<file path="config.mk">
export PLATFORM = sky130hd
export DESIGN_NAME = async_fifo_wr_packer
export DESIGN_NICKNAME = d
export VERILOG_FILES = /design/src/rtl/async_fifo_pkg.sv /design/src/rtl/async_fifo_wr_packer.sv
export SDC_FILE = /design/constraint.sdc
export NUM_CORES = 1
export LEC_CHECK = 0
export ABC_AREA = 1
export BUFFER_PORTS_ARGS = -buffer_cell sky130_fd_sc_hd__buf_4
export CAP_MARGIN = 10
export CORE_AREA = 5 5 101 103
export CTS_CLUSTER_SIZE = 24
export DETAILED_ROUTE_END_ITERATION = 16
export DIE_AREA = 0 0 106 108
export PLACE_DENSITY = 0.77
export SYNTH_ARGS = -nofsm -noshare
export SYNTH_HDL_FRONTEND = slang
export SYNTH_SLANG_ARGS = --single-unit
export TNS_END_PERCENT = 10
</file>
<file path="constraint.sdc">
create_clock -name write_clk -period 2.1 [get_ports write_clk]
set_input_delay 0.42 -clock write_clk [delete_from_list [all_inputs] [get_ports write_clk]]
set_output_delay 0.42 -clock write_clk [all_outputs]
set_load 0.01 [all_outputs]
</file>
<file path="src/rtl/async_fifo_pkg.sv">
// Shared definitions for the async FIFO write-side packer and read-side unpacker.
// An entry is laid out as {last, lanes-1, data}, with lane 0 in the LSBs of data.
// Contents: pack FSM state enum, entry geometry helpers, default-geometry field offsets.
package async_fifo_pkg;

  typedef enum logic {
    EMPTY   = 1'b0,  // no lanes accumulated, idx == 0
    PARTIAL = 1'b1   // 1 .. RATIO-1 lanes held in the accumulator
  } pack_state_e;

  // Total entry width for a given beat width and packing ratio.
  function automatic int entry_bits(input int in_bits, input int ratio);
    return 1 + $clog2(ratio) + in_bits * ratio;
  endfunction

  // LSB of the lane-count field (sits directly above the data lanes).
  function automatic int cnt_lsb(input int in_bits, input int ratio);
    return in_bits * ratio;
  endfunction

  // Position of the last flag (entry MSB).
  function automatic int last_bit(input int in_bits, input int ratio);
    return entry_bits(in_bits, ratio) - 1;
  endfunction

  // Field offsets for the default 8-bit x 4 geometry.
  localparam int DATA_LSB = 0;
  localparam int CNT_LSB  = cnt_lsb(8, 4);
  localparam int LAST_BIT = last_bit(8, 4);

endpackage

</file>
<file path="src/rtl/async_fifo_wr_packer.sv">
// Write-domain upsizer: packs RATIO narrow beats into one {last, lanes-1, data} FIFO entry.
// Ports: write_clk/write_rst_n; s_valid/s_ready/s_data/s_last beat stream in;
//        fifo_write_en/fifo_write_data/fifo_write_full FIFO write port; pkt_count, busy status.
module async_fifo_wr_packer
  import async_fifo_pkg::*;
#(
  parameter int IN_BITS = 8,
  parameter int RATIO   = 4
) (
  input  logic                                     write_clk,
  input  logic                                     write_rst_n,
  input  logic                                     s_valid,
  output logic                                     s_ready,
  input  logic [IN_BITS-1:0]                       s_data,
  input  logic                                     s_last,
  output logic                                     fifo_write_en,
  output logic [entry_bits(IN_BITS, RATIO)-1:0]    fifo_write_data,
  input  logic                                     fifo_write_full,
  output logic [15:0]                              pkt_count,
  output logic                                     busy
);

  localparam int CNT_BITS   = $clog2(RATIO);
  localparam int ENTRY_BITS = entry_bits(IN_BITS, RATIO);
  localparam int ACC_BITS   = IN_BITS * RATIO;
  localparam int LAST_POS   = last_bit(IN_BITS, RATIO);
  localparam logic [CNT_BITS-1:0] LAST_IDX = CNT_BITS'(RATIO - 1);

  if (RATIO < 2 || (RATIO & (RATIO - 1)) != 0) begin : g_bad_ratio
    $error("async_fifo_wr_packer: RATIO must be a power of two >= 2");
  end

  pack_state_e               state_q, state_d;
  logic [CNT_BITS-1:0]       idx_q, idx_d;
  logic [ACC_BITS-1:0]       acc_q, acc_d;
  logic                      hold_valid_q, hold_valid_d;
  logic [ENTRY_BITS-1:0]     hold_data_q, hold_data_d;
  logic [15:0]               pkt_count_q, pkt_count_d;

  logic                      accept;
  logic                      completing;
  logic [ACC_BITS-1:0]       merged;

  always_ff @(posedge write_clk or negedge write_rst_n) begin
    if (!write_rst_n) begin
      state_q      <= EMPTY;
      idx_q        <= '0;
      acc_q        <= '0;
      hold_valid_q <= 1'b0;
      hold_data_q  <= '0;
      pkt_count_q  <= '0;
    end else begin
      state_q      <= state_d;
      idx_q        <= idx_d;
      acc_q        <= acc_d;
      hold_valid_q <= hold_valid_d;
      hold_data_q  <= hold_data_d;
      pkt_count_q  <= pkt_count_d;
    end
  end

  always_comb begin
    state_d      = state_q;
    idx_d        = idx_q;
    acc_d        = acc_q;
    hold_valid_d = hold_valid_q;
    hold_data_d  = hold_data_q;
    pkt_count_d  = pkt_count_q;

    fifo_write_en = hold_valid_q && !fifo_write_full;
    // Any blocked entry stalls the whole stream, so no beat can overtake it.
    s_ready       = !hold_valid_q || !fifo_write_full;
    accept        = s_valid && s_ready;
    completing    = accept && ((idx_q == LAST_IDX) || s_last);

    // Lanes at and above idx are still zero in acc, so this leaves unused lanes zero.
    merged = acc_q;
    merged[idx_q * IN_BITS +: IN_BITS] = s_data;

    if (fifo_write_en) begin
      hold_valid_d = 1'b0;
      if (hold_data_q[LAST_POS]) begin
        pkt_count_d = pkt_count_q + 16'd1;
      end
    end

    if (accept) begin
      if (completing) begin
        // Overrides the drain above, giving reload without a bubble.
        hold_valid_d = 1'b1;
        hold_data_d  = {s_last, idx_q, merged};
        acc_d        = '0;
        idx_d        = '0;
        state_d      = EMPTY;
      end else begin
        acc_d   = merged;
        idx_d   = idx_q + CNT_BITS'(1);
        state_d = PARTIAL;
      end
    end
  end

  assign fifo_write_data = hold_data_q;
  assign pkt_count       = pkt_count_q;
  assign busy            = (state_q == PARTIAL) || hold_valid_q;

endmodule

</file>
==> results of run 1 <==
## worst paths after layout
path                                                   end                            start  depth (start not counted)  slack, ps
setup / recovery            fifo_write_data[0]$_DFFE_PN0P_             idx_q[1]$_DFFE_PN0P_                          7        300
min in group asynchronous            acc_q[27]$_DFFE_PN0P_                      write_rst_n                          2        530
hold / removal             fifo_write_data[34]$_DFFE_PN0P_                           s_last                          3        300
hold reg to reg            fifo_write_data[14]$_DFFE_PN0P_  fifo_write_data[14]$_DFFE_PN0P_                          2        490
setup reg to reg            fifo_write_data[0]$_DFFE_PN0P_             idx_q[1]$_DFFE_PN0P_                          7        300
max in group asynchronous             acc_q[6]$_DFFE_PN0P_                      write_rst_n                          3        920
## sequential cells by signal, indices dropped and copies added, names as in the netlist
register	count
fifo_write_data	35
hold_valid_q	1
idx_q	2
acc_q	32
pkt_count	16
state_q	1
## stage by stage
stage                     instance area, µm²  setup WS (ps)  utilization [%]
after detailed placement                4600            324             50.5
after CTS                               4790            297             52.6
after global routing                    4790           75.6             52.6
after floorplan                         4000            421                -
final                                   4790            297             52.6
after global placement                  4600            393             50.5
## area by class of cell
cell class                      count  area, µm²  area share (%)
Timing Repair Buffer               76        598            12.5
Tap cell                          111        139            2.90
Clock buffer                       11        151            3.16
Clock inverter                      5       31.3           0.652
Inverter                           54        203            4.23
Sequential cell                    87       2180            45.4
Multi-Input combinational cell    318       1500            31.2
## per-layer routing
layer | up-vias | share of wire (%) | track usage (%)
li1 | 1628 | - | -
met1 | 1561 | 44 | 23.7
met2 | 129 | 47 | 28.3
met3 | 19 | 7.4 | 5.01
met4 | 0 | 1.9 | 5.55
met5 | - | 0 | 0
## synth_stat cells, types with 3 or more instances
master / n / area (µm²)
nand2_1: 200 / 751
dfrtp_1: 87 / 2180
inv_1: 51 / 191
o22ai_1: 24 / 150
o21ai_0: 19 / 95.1
o21ai_1: 18 / 90.1
nor2_1: 13 / 48.8
nand3_1: 11 / 55.1
buf_4: 6 / 45.0
ha_1: 6 / 75.1
xor2_1: 6 / 52.6
xnor2_1: 5 / 43.8
buf_2: 4 / 20.0
buf_6: 4 / 45.0
clkbuf_1: 3 / 11.3
nand4_1: 3 / 18.8
nor2_2: 3 / 18.8
nor3_1: 3 / 15.0
## cell families after synthesis
family | share of synthesized area (%)
adders and majority gates | 1.88
and+or+nand+nor | 24.5
AOI/OAI and AO/OA | 8.58
buffers and inverters | 8.11
DFF | 54.5
xor gates and xnor gates | 2.41
## timing repair
action / CTS / global route
hold buffers: 1 / 0
setup buffers: 0 / 0
endpoints found under the hold margin: 26 / 0
## placed cells by master, fill, tap and decap left out
cell type | netlist | routed
nor2_8 | 2 | 2
nand2_2 | 1 | 1
dfrtp_1 | 87 | 87
nand4_1 | 3 | 3
o21ai_1 | 18 | 18
nand2_4 | 1 | 1
xnor2_1 | 5 | 5
dlygate4sd3_1 | 0 | 1
nor2_1 | 13 | 13
inv_1 | 51 | 51
nor3_1 | 3 | 3
clkinv_1 | 1 | 1
nand3_1 | 11 | 11
xor2_1 | 6 | 6
o21ai_0 | 19 | 19
buf_4 | 6 | 73
or2_2 | 1 | 1
o21bai_1 | 1 | 1
inv_2 | 2 | 2
inv_6 | 0 | 1
nand2_1 | 200 | 200
nand3_2 | 1 | 1
nor2_2 | 3 | 3
ha_1 | 6 | 6
buf_12 | 0 | 2
o22ai_1 | 24 | 24
clkbuf_8 | 0 | 11
clkinv_2 | 0 | 3
clkinvlp_4 | 0 | 1
## worst max-delay path: stages, from the launching register on
cell	delay [ps]
dfrtp_1	410
inv_1	140
ha_1	300
inv_1	100
nand4_1	280
o21ai_0	360
nand2_1	90
nand2_1	70
## report_power, final
part	internal, mW	switching, mW
clock	0.493	0.595
combinational	0.669	0.939
sequential	2.04	0.232
==> results.yml, run 1 <==
run_status:
  status: "finished clean"
floorplanning:
  fp.dieH_um: 108
  initial_core_util_pct: 43.9
  die_w_um: 106
  die-area_um2: 11400
  num_io_pins: 67
  num_rows: 35
  core_um2: 9110
timing:
  hold_viol_final: 0
  finalCritPeriodShare_pct: 85.8
  holdWs_ps: 296
  fin_crit_ps: 1800
  finalSetupViolCount: 0
  drv_slew: 0
  rsz0062_at_grt: "false"
  slew_headroom_pct: 67.4
  setup_tns_ps: 0
  skew_ps: 11.4
  timing.fmax_ghz: 0.555
  worstMarginPinSlew_ps: 489
synthesis:
  ys_ff_latch: 87
  yosysWarningCount: 0
  ys.flop_type: "dfrtp_1"
  synth_cell_types: 26
  ys_seq_area_share_pct: 54.5
  postSynthAreaPerCell_um2: 8.40
  synth_edf_count: 0
  synth_area_um2: 4000
  synthArstFlopShare_pct: 100
  syn_nets: 495
  syn-instance-count: 476
critical_path:
  cp.required_ps: 2400
  worstSetupPathType: "register to register"
  crit_arrival_ps: 2100
  end_kind: "register"
  cp_max_fo: 8
  start_kind: "register"
cts:
  clockRootBuffer: "clkbuf_8"
  postCtsResizedCells: 0
  path_clk_slew_ps: 90
  cts_buffer_depth: 2
  cts_buffers: 9
  clock_latency_ps: 360
  htree_num_levels: 3
  cts_tree: "yes"
  cts.sinks: 87
global_routing:
  grt_pass1_vias: 3389
  antenna_found_initial: 0
  gr-total-overflow: 0
  grt_pass1_wl_um: 16400
  grt_util_all_layers_pct: 17.8
  grt_max_degree: 38
routing:
  vias: 3337
  first_pass_iters: 4
  wl_um: 9510
  wl_per_cell_um: 14.4
  drc_errors: 0
  drt_iter0_drc: 199
  vias_per_cell: 5.04
  postRouteAntennaNets: 0
placed_design:
  dp_cells: 645
  dpl.hpwl_um: 6830
  portBuffers: 66
  gp_congestion: 0.904
layout:
  instances_no_fill: 662
  drive_gt1_share_pct: 18.5
  diodes: 0
  fin_nets: 565
  fillers: 848
  area_growth_pct: 20.0
power_and_ir_drop:
  p_per_area_nw_per_um2: 1040
  finalPower_mw: 4.96
  max-vdd-ir-drop_mv: 0.545
  p_leak_nw: 2.54
job:
  drv_cap: 0
worst_hold_path:
  min_path_type: "primary input to register"
Power figures use the tool's default switching activity.
==> inputs of run 2 (changes only) <==
--- a/config.mk
+++ b/config.mk
@@ -8,11 +8,13 @@
 export ABC_AREA = 1
 export BUFFER_PORTS_ARGS = -buffer_cell sky130_fd_sc_hd__buf_4
 export CAP_MARGIN = 10
-export CORE_AREA = 5 5 101 103
+export CELL_PAD_IN_SITES_DETAIL_PLACEMENT = 1
+export CELL_PAD_IN_SITES_GLOBAL_PLACEMENT = 1
+export CORE_AREA = 5 5 104 106
 export CTS_CLUSTER_SIZE = 24
 export DETAILED_ROUTE_END_ITERATION = 16
-export DIE_AREA = 0 0 106 108
-export PLACE_DENSITY = 0.77
+export DIE_AREA = 0 0 109 111
+export PLACE_DENSITY = 0.9
 export SYNTH_ARGS = -nofsm -noshare
 export SYNTH_HDL_FRONTEND = slang
 export SYNTH_SLANG_ARGS = --single-unit
==> results.yml, run 2 (synthesized netlist as in run 1, its figures left out) <==
placed_design:
  dpl.hpwl_um: 8350
  gp_congestion: 0.868
  post-place-ws_ps: 251
  portBuffers: 66
layout:
  fin_nets: 568
  largest_reg_flops: 35
  drive_gt1_share_pct: 19.0
  layout.cells.most_common_list: "nand2_1 (200), dfrtp_1 (87), buf_4 (79)"
  diodes: 0
  finish.utilization_pct: 50.2
  layout_commonest_cell: "nand2_1"
  area_growth_pct: 21.5
cts:
  clockRootBuffer: "clkbuf_8"
  cts_setup_buffers: 0
  path_clk_slew_ps: 90
  htree_num_levels: 3
  holdBufCountCts: 0
  cts_buffer_depth: 2
  cts_buffers: 9
  postCtsResizedCells: 0
  cts_tree: "yes"
  clock_latency_ps: 360
  cts.sinks: 87
power_and_ir_drop:
  max-vdd-ir-drop_mv: 0.438
  finalPower_mw: 5.27
  p_per_area_nw_per_um2: 1080
  p_leak_nw: 2.55
timing:
  hold_viol_final: 0
  holdWs_ps: 55.6
  fin_crit_ps: 1890
  finalCritPeriodShare_pct: 90.2
  timing.fmax_ghz: 0.528
  slew_headroom_pct: 62.1
  rsz0062_at_grt: "false"
  fin_ws_ps: 207
  skew_ps: 8.60
  setup_tns_ps: 0
  finalSetupViolCount: 0
  worstMarginPinSlew_ps: 569
  drv_slew: 0
critical_path:
  end_kind: "register"
  r2r_start: "idx_q[1]$_DFFE_PN0P_"
  cp_max_fo: 8
  reg2regPathDepth: 7
  crit_arrival_ps: 2110
  worstSetupPathType: "register to register"
  cp.required_ps: 2320
  rrSetupSlack_ps: 210
  start_kind: "register"
  reg2reg_to: "acc_q[12]$_DFFE_PN0P_"
routing:
  wl_um: 11300
  drt_iter0_drc: 139
  drc_errors: 0
  vias_per_cell: 5.04
  first_pass_iters: 4
  wl_per_cell_um: 16.4
  postRouteAntennaNets: 0
  vias: 3462
global_routing:
  grt_max_degree: 43
  gr-total-overflow: 0
  grt_pass1_vias: 3735
  grt_util_all_layers_pct: 19.4
  antenna_found_initial: 0
  grt_pass1_wl_um: 18600
floorplanning:
  num_io_pins: 67
  num_rows: 36
  die_w_um: 109
  initial_core_util_pct: 41.3
  fp.dieH_um: 111
  die-area_um2: 12100
  core_um2: 9680
run_status:
  status: "finished clean"
worst_hold_path:
  min_path_type: "primary input to asynchronous set/reset pin"
job:
  drv_cap: 0
## run 2: cell count changes in the layout (fill, tap and decap cells not counted)
cell,previous run,this run
clkbuf_1,0,1
buf_12,2,0
clkbuf_8,11,10
bufinv_16,0,2
clkinv_4,0,1
buf_4,73,79
clkinv_2,3,1
dlygate4sd3_1,1,0
inv_6,1,0
## run 2: where the power goes
| part | internal [mW] | leakage (nW) | switching [mW] |
|---|---|---|---|
| clock | 0.704 | 0.110 | 0.615 |
| sequential | 2.04 | 1.16 | 0.235 |
| combinational | 0.667 | 1.28 | 1.01 |
## run 2: worst max path at each step
stage	start	endpoint	slack [ps]
after detailed placement	idx_q[1]$_DFFE_PN0P_	fifo_write_data[22]$_DFFE_PN0P_	250
after CTS	idx_q[1]$_DFFE_PN0P_	acc_q[12]$_DFFE_PN0P_	210
final	idx_q[1]$_DFFE_PN0P_	acc_q[12]$_DFFE_PN0P_	210
after global routing	idx_q[1]$_DFFE_PN0P_	acc_q[1]$_DFFE_PN0P_	70
after global placement	idx_q[0]$_DFFE_PN0P_	fifo_write_data[17]$_DFFE_PN0P_	280
after floorplan	idx_q[0]$_DFFE_PN0P_	acc_q[11]$_DFFE_PN0P_	420
## run 2: cell type report
class / count / area (µm²)
inverters: 54 / 203
clock inverters: 5 / 81.3
fillers: 1217 / 4830
repair buffers: 79 / 593
clock buffers: 11 / 141
multi-input cells: 318 / 1500
flip-flops and latches: 87 / 2180
well taps: 133 / 166
## run 2: metrics by stage
step                      area (µm²)  std cells
final                           4860        687
after floorplan                 4000        476
after global placement          4630        671
after CTS                       4860        687
after global routing            4860        687
after detailed placement        4630        671
## run 2: layer usage
layer / share of wire (%) / vias up / global-route usage, %
met2: 50 / 86 / 32.6
met3: 4.3 / 21 / 3.73
met1: 44 / 1721 / 25.1
li1: - / 1634 / -
met5: 0 / - / 0
met4: 1.6 / 0 / 5.47
## run 2: worst max-delay path, cell delays in order (launching register included)
cell and delay, ps:
dfrtp_1 410, inv_1 140, ha_1 230, clkinv_1 240, nand3_1 350, o22ai_1 190, nand2_1 100, o21ai_0 90
==> inputs of run 3 (changes only) <==
--- a/config.mk
+++ b/config.mk
@@ -10,10 +10,10 @@
 export CAP_MARGIN = 10
 export CELL_PAD_IN_SITES_DETAIL_PLACEMENT = 1
 export CELL_PAD_IN_SITES_GLOBAL_PLACEMENT = 1
-export CORE_AREA = 5 5 104 106
+export CORE_AREA = 4 4 103 105
 export CTS_CLUSTER_SIZE = 24
 export DETAILED_ROUTE_END_ITERATION = 16
-export DIE_AREA = 0 0 109 111
+export DIE_AREA = 0 0 107 109
 export PLACE_DENSITY = 0.9
 export SYNTH_ARGS = -nofsm -noshare
 export SYNTH_HDL_FRONTEND = slang
==> results.yml, run 3 (synthesized netlist as in run 1, its figures left out) <==
cts:
  cts_tree: "yes"
  htree_num_levels: 3
  cts_buffers: 9
  path_clk_slew_ps: 100
  clockRootBuffer: "clkbuf_8"
  clock_latency_ps: 370
  cts_buffer_depth: 2
  holdBufCountCts: 0
  cts.sinks: 87
floorplanning:
  num_rows: 36
  die-area_um2: 11700
  core_um2: 9640
  num_io_pins: 67
  die_w_um: 107
  initial_core_util_pct: 41.5
  fp.dieH_um: 109
power_and_ir_drop:
  p_per_area_nw_per_um2: 1090
  max-vdd-ir-drop_mv: 0.471
  p_leak_nw: 2.56
layout:
  multi_input_area_um2: 1500
  fillers: 1211
  area_growth_pct: 21.6
  diodes: 0
  layout_commonest_cell: "nand2_1"
  drive_gt1_share_pct: 18.7
  fin_nets: 565
  layout.cells.most_common_list: "nand2_1 (200), dfrtp_1 (87), buf_4 (74)"
  regArea_um2: 2180
  finish.utilization_pct: 50.4
  largest_reg_flops: 35
critical_path:
  start_kind: "register"
  cp_max_fo: 8
  r2r_start: "idx_q[0]$_DFFE_PN0P_"
  cp.required_ps: 2410
  worstSetupPathType: "register to register"
  worstSetupStartpoint: "idx_q[0]$_DFFE_PN0P_"
  end_kind: "register"
  crit_arrival_ps: 2280
global_routing:
  gr-total-overflow: 0
  grt_pass1_vias: 3799
  grt_max_degree: 49
  grt_pass1_wl_um: 18700
  antenna_found_initial: 0
  grt_util_all_layers_pct: 20.5
routing:
  wl_per_cell_um: 16.3
  drc_errors: 0
  vias: 3444
  wl_um: 11100
  drt_iter0_drc: 196
  first_pass_iters: 4
  postRouteAntennaNets: 0
  vias_per_cell: 5.04
timing:
  timing.fmax_ghz: 0.506
  hold_viol_final: 0
  finalCritPeriodShare_pct: 94.2
  finalSetupViolCount: 0
  skew_ps: 17.2
  rsz0062_at_grt: "true"
  holdWs_ps: 72.2
  worstMarginPinSlew_ps: 637
  slew_headroom_pct: 57.5
  drv_slew: 0
  setup_tns_ps: 0
  fin_crit_ps: 1980
run_status:
  status: "finished clean"
worst_hold_path:
  min_path_type: "primary input to asynchronous set/reset pin"
placed_design:
  gp_congestion: 0.865
  portBuffers: 66
  dpl.hpwl_um: 8120
job:
  drv_cap: 0
==> run 3: per-stage QoR <==
stage | setup slack [ps] | std cells | total power [mW] | area, µm²
floorplan | 421 | 476 | 3.11 | 4000
global placement | 232 | 668 | 3.87 | 4640
detailed placement | 127 | 668 | 3.97 | 4640
CTS | 102 | 684 | 5.34 | 4860
global route | -43.2 | 684 | 5.62 | 4860
finish | 122 | 684 | 5.28 | 4860
==> run 3: worst paths after layout <==
kind	slack, ps	cells past startpoint	to
worst max-delay path	120	7	acc_q[7]$_DFFE_PN0P_
worst min-delay path	70	1	pkt_count[10]$_DFFE_PN0P_
worst max register to register	120	7	acc_q[7]$_DFFE_PN0P_
worst min register to register	490	2	fifo_write_data[17]$_DFFE_PN0P_
max in group asynchronous	1430	2	acc_q[12]$_DFFE_PN0P_
min in group write_clk	280	3	fifo_write_data[34]$_DFFE_PN0P_
==> run 3: area by class of cell <==
class,count,area share (%)
clock inverters,7,2.06
repair buffers,76,12.3
well taps,133,3.42
flip-flops and latches,87,44.8
inverters,54,4.17
multi-input cells,318,30.8
clock buffers,9,2.55
==> run 3: routing by layer <==
layer,up-vias,wire length [µm],GRT usage [%]
li1,1625,-,-
met1,1726,4870,25.6
met2,78,5580,36.1
met3,15,493,3.85
met4,0,176,6.48
met5,-,0,0
==> run 3: worst max-delay path, stage by stage, from the launching register on <==
cell	delay, ps
dfrtp_1	390
inv_1	210
ha_1	350
inv_1	110
nand4_1	310
o21ai_0	380
nand2_1	100
nand2_1	70
==> run 3: timing repair <==
action | CTS | global route
endpoints found under the hold margin | 0 | 0
endpoints found under the setup margin | 0 | 6
resized for setup | 0 | 2
setup buffers | 0 | 0
==> run 3: power breakdown <==
| part | leakage, nW | switching, mW | internal (mW) | total, mW |
|---|---|---|---|---|
| Clock | 0.115 | 0.650 | 0.685 | 1.34 |
| Combinational | 1.28 | 1.02 | 0.667 | 1.68 |
| Sequential | 1.16 | 0.230 | 2.04 | 2.27 |
